File: src/rtl/excl_grant_pkg.sv
// Shared types and limits for the exclusive-grant round-robin arbiter.
package excl_grant_pkg;
  localparam int NREQ_MAX = 8;

  typedef enum logic {
    IDLE = 1'b0,
    HOLD = 1'b1
  } state_t;
endpackage

File: src/rtl/excl_grant_arb_rr_pick.sv
// Combinational cyclic first-set search starting at ptr, skipping masked requesters.
module rr_pick
  import excl_grant_pkg::*;
#(
  parameter int NREQ = 3,
  parameter int IDXW = $clog2(NREQ)
) (
  input  logic [NREQ-1:0] req,
  input  logic [NREQ-1:0] mask,
  input  logic [IDXW-1:0] ptr,
  output logic [NREQ-1:0] sel,
  output logic [IDXW-1:0] idx,
  output logic            any
);

  always_comb begin
    int j;
    logic [IDXW-1:0] jj;
    sel = '0;
    idx = '0;
    any = 1'b0;
    j   = 0;
    jj  = '0;
    for (int k = 0; k < NREQ; k++) begin
      j = int'(ptr) + k;
      if (j >= NREQ) j = j - NREQ;
      jj = IDXW'(j);
      if (!any && req[jj] && !mask[jj]) begin
        any     = 1'b1;
        sel[jj] = 1'b1;
        idx     = jj;
      end
    end
  end

endmodule

File: src/rtl/excl_grant_arb.sv
// Round-robin arbiter with a registered one-hot grant held until out_valid & out_ready.
// Optional sticky protocol checker enabled by defining EXCL_GRANT_CHECK_EN.
module excl_grant_arb
  import excl_grant_pkg::*;
#(
  parameter int NREQ = 3,
  parameter int IDXW = $clog2(NREQ)
) (
  input  logic            clock,
  input  logic            reset_n,
  input  logic [NREQ-1:0] req_valid,
  output logic [NREQ-1:0] req_ready,
  output logic            out_valid,
  input  logic            out_ready,
  output logic [NREQ-1:0] out_sel,
  output logic [IDXW-1:0] out_idx,
  output logic            err,
  output state_t          state_dbg,
  output logic [IDXW-1:0] rr_ptr_dbg
);

  // Handshake: a transfer fires on a cycle where out_valid and out_ready are both
  // high; the grant is frozen until then and req_ready mirrors the fired select.
  state_t          state, state_nxt;
  logic [NREQ-1:0] sel_nxt;
  logic [IDXW-1:0] idx_nxt, rr_ptr, ptr_nxt, idx_inc;
  logic [NREQ-1:0] pick_mask, pick_sel;
  logic [IDXW-1:0] pick_ptr, pick_idx;
  logic            pick_any, fire;

  assign fire    = (state == HOLD) && out_ready;
  assign idx_inc = (out_idx == IDXW'(NREQ - 1)) ? '0 : out_idx + 1'b1;

  // One picker serves both paths: from rr_ptr in IDLE, or past the fired index in HOLD.
  assign pick_mask = (state == HOLD) ? out_sel : '0;
  assign pick_ptr  = (state == HOLD) ? idx_inc : rr_ptr;

  rr_pick #(.NREQ(NREQ), .IDXW(IDXW)) u_pick (
    .req  (req_valid),
    .mask (pick_mask),
    .ptr  (pick_ptr),
    .sel  (pick_sel),
    .idx  (pick_idx),
    .any  (pick_any)
  );

  always_ff @(posedge clock or negedge reset_n) begin
    if (!reset_n) begin
      state   <= IDLE;
      out_sel <= '0;
      out_idx <= '0;
      rr_ptr  <= '0;
    end else begin
      state   <= state_nxt;
      out_sel <= sel_nxt;
      out_idx <= idx_nxt;
      rr_ptr  <= ptr_nxt;
    end
  end

  always_comb begin
    state_nxt = state;
    sel_nxt   = out_sel;
    idx_nxt   = out_idx;
    ptr_nxt   = rr_ptr;
    case (state)
      IDLE: begin
        if (pick_any) begin
          state_nxt = HOLD;
          sel_nxt   = pick_sel;
          idx_nxt   = pick_idx;
        end
      end
      HOLD: begin
        if (fire) begin
          ptr_nxt = idx_inc;
          if (pick_any) begin
            sel_nxt = pick_sel;
            idx_nxt = pick_idx;
          end else begin
            state_nxt = IDLE;
            sel_nxt   = '0;
            idx_nxt   = '0;
          end
        end
      end
      default: state_nxt = IDLE;
    endcase
  end

  always_comb begin
    out_valid  = (state == HOLD);
    req_ready  = fire ? out_sel : '0;
    state_dbg  = state;
    rr_ptr_dbg = rr_ptr;
  end

`ifdef EXCL_GRANT_CHECK_EN
  logic err_q;
  logic err_now;

  assign err_now = ($countones(out_sel) > 1)
                 || (out_valid && (out_sel == '0))
                 || ((state == HOLD) && !req_valid[out_idx] && !fire);

  always_ff @(posedge clock or negedge reset_n) begin
    if (!reset_n) err_q <= 1'b0;
    else          err_q <= err_q | err_now;
  end

  assign err = err_q;
`else
  assign err = 1'b0;
`endif

endmodule

File: config.mk
export PLATFORM = sky130hd
export DESIGN_NAME = excl_grant_arb
export DESIGN_NICKNAME = d
export VERILOG_FILES = /design/src/rtl/excl_grant_pkg.sv /design/src/rtl/excl_grant_arb_rr_pick.sv /design/src/rtl/excl_grant_arb.sv
export SDC_FILE = /design/constraint.sdc
export NUM_CORES = 1
export LEC_CHECK = 0
export ABC_CLOCK_PERIOD_IN_PS = 2960
export BUFFER_PORTS_ARGS = -buffer_cell sky130_fd_sc_hd__buf_2
export CORE_MARGIN = 2
export CORE_UTILIZATION = 45
export DETAILED_ROUTE_END_ITERATION = 8
export GPL_ROUTABILITY_DRIVEN = 0
export PLACE_DENSITY = 0.68
export SLEW_MARGIN = 5
export SYNTH_ARGS = -nofsm -noshare
export SYNTH_HDL_FRONTEND = slang
export SYNTH_SLANG_ARGS = --single-unit
export TNS_END_PERCENT = 100
File: constraint.sdc
create_clock -name clock -period 2.96 [get_ports clock]
set_input_delay 0.148 -clock clock [delete_from_list [all_inputs] [get_ports clock]]
set_output_delay 0.148 -clock clock [all_outputs]
set_load 0.05 [all_outputs]
==> qor.txt <==
Main synth FF type: dfrtp_1
worst-path maximum fanout: 14
Rows: 16
post-synth top area share: 22.50%
antenna-violating nets left: 0
top cells by area, synth: dfrtp_1 (23%), ha_1 (5.6%), mux2_2 (5.1%)
count leader, synth: nand2_1
CP Class: reg2reg
largest area contributor in the netlist: dfrtp_1
FF/Latch Area: 201.4 µm²
clock sink total: 8
status: completed
Area Overhead vs Synth: 13.08%
Initial Util: 46.29%
I/O Buffers: 17
grt total ovfl: 0
cts bufs inserted: 3
Setup violations, final: 0
initial antenna violation count: 0
Buf+Inv Stages, Crit Path: 0
clk root buf: clkbuf_4
share of cells above drive strength 1: 35.90%
Worst Skew: 2.786 ps
ant diodes: 0
final setup TNS: 0 ps
first-pass GRT wire length: 3643 µm
CP required: 3150 ps
drt pass-1 iters: 4
setup bufs post-CTS: 0
Post-Layout Cell Count: 144
area of the multi-input gates: 619.3 µm²
fin nets: 128
Worst-Margin Slew: 535.1 ps
part of the Yosys area used for sequential elements: 22.50%
1st-iter DRT viols: 22
Avg Cell Area, Syn: 8.896 µm²
final WL: 2054 µm
Fill cells: 182
Startpoint Class: flip-flop
Die X: 48.46 µm
CP endpoint kind: flip-flop
Final Core Density: 52.34%
Placeable Area: 1922 µm²
synth warn: 0
reg2reg start: out_idx[0]
crit-path cells: nor2b_1 > mux2_2 > ha_2 > mux2i_1 > o21ai_0 > a2111oi_2 > and4_1 > o32a_1
Max stage delay on crit path: 580 ps
Syn Inst Count: 100
final worst-path setup slack: 212.6 ps
crit share post-route: 92.82%
f_max: 0.3640 GHz
DR DRC count: 0
pin count of the biggest net entering global routing: 16
GRT Overall Usage: 19.42%
via count: 815
# IOs: 19
worst hold path type: in2async
Clk Latency, worst-skew pair: 250 ps
Die H: 48.46 µm
H-tree levels: 1
pre-CTS setup slack: 140.0 ps
CP arrival: 2930 ps
Slew HR: 64.26%
# placed instances: 139
die area: 2348 µm²
syn_nets: 110
HPWL Detailed: 1564 µm
Via density: 5.660
Max-Cap Viols: 0
Post-synth EDFFs: 0
max-slew violations: 0
unrepaired setup endpoints after global routing: false
endpoints failing hold: 0
clk buf depth: 2
Critical Path Start: out_idx[0]
Syn Std Cell Area: 889.6 µm²
synth cell count leaders: nand2_1 (12), dfrtp_1 (8)
Slowest-stage cell, CP: a2111oi_2
synthesized flop and latch total: 8
routed len/inst: 14.26 µm
FFs w/ async S/R, synth: 100.0%
Top Family by Delay on Critical Path: compound AO/OA/AOI/OAI gates
CTS tree: yes
Yosys cell types: 45
fin crit period: 2747 ps
clock slew at reported path FFs: 60 ps
vias in the first global route: 798
==> registers in the layout (all words and copies together), names as in the netlist <==
name        flops
out_idx         2
rr_ptr_dbg      2
out_valid       1
out_sel         3
==> kinds of logic (layout without fill, tap and decap cells) <==
logic type | after synthesis | after routing | share of synthesized area [%]
AOI/OAI and AO/OA | 29 | 29 | 29.54
adders and majority gates | 4 | 4 | 5.626
buffers and inverters | 11 | 28 | 8.156
DFF | 8 | 8 | 22.50
muxes | 8 | 8 | 9.564
other | 1 | 1 | 0.4215
and+or+nand+nor | 39 | 39 | 24.19
==> per-stage QoR <==
stage	hold slack [ps]	cell area, µm²
after global routing	290.0	1006
after CTS	270.2	1003
after global placement	-1.742	967.2
final	277.4	1006
after floorplan	-147.6	890.9
after detailed placement	-1.353	967.2
==> cells in the final DEF (no fill, tap or decap), types with 2 or more instances in the layout <==
cell type   n
buf_2      17
nand2_1    12
dfrtp_1     7
nor2_1      4
mux2i_1     4
inv_1       4
and3_1      4
mux2_2      4
a21boi_2    3
o21ai_0     3
ha_1        3
clkbuf_4    3
nor2b_1     2
a21oi_1     2
nor3_1      2
o32a_1      2
a221oi_2    2
and2_1      2
nand3b_1    2
nand3_1     2
a221oi_1    2
o211ai_1    2
o22ai_1     2
buf_4       2
==> worst paths after layout <==
path	to	slack (ps)	cells after the start
min in group clock	out_valid	280	3
min reg2reg	rr_ptr_dbg[1]	520	1
min	out_sel[2]	280	2
max reg2reg	out_idx[1]	210	8
max in group asynchronous	out_valid	2500	2
max	out_idx[1]	210	8
==> cell type report <==
class / instances / share of cell area, %
Multi-Input combinational cell: 81 / 61.57
Inverter: 4 / 1.493
Timing Repair Buffer: 20 / 10.95
Clock buffer: 4 / 2.612
Sequential cell: 8 / 20.02
Tap cell: 27 / 3.358
==> worst register-to-register path, delay by kind of cell, from the launching register on <==
family / cells / cell delay [ps]
AOI/OAI and AO/OA: 3 / 830
adders and majority gates: 1 / 500
DFF: 1 / 400
muxes: 2 / 500
and+or+nand+nor: 2 / 450
==> layer usage <==
metal | vias to the layer above | track usage (%) | part of all wire, %
li1 | 408 | - | -
met2 | 25 | 32.18 | 49
met5 | - | 0 | 0
met3 | 0 | 2.778 | 4.1
met4 | 0 | 6.667 | 0
met1 | 382 | 25.97 | 47
==> repair_timing <==
| action | in CTS | in global routing |
|---|---|---|
| gates resized for setup | 0 | 1 |
| hold buffers | 1 | 0 |
| endpoints found under the setup margin | 0 | 1 |
| endpoints found under the hold margin | 8 | 0 |
Power is not shown: default switching activity piles up to over one toggle a cycle in this logic, so the estimate is an artifact.
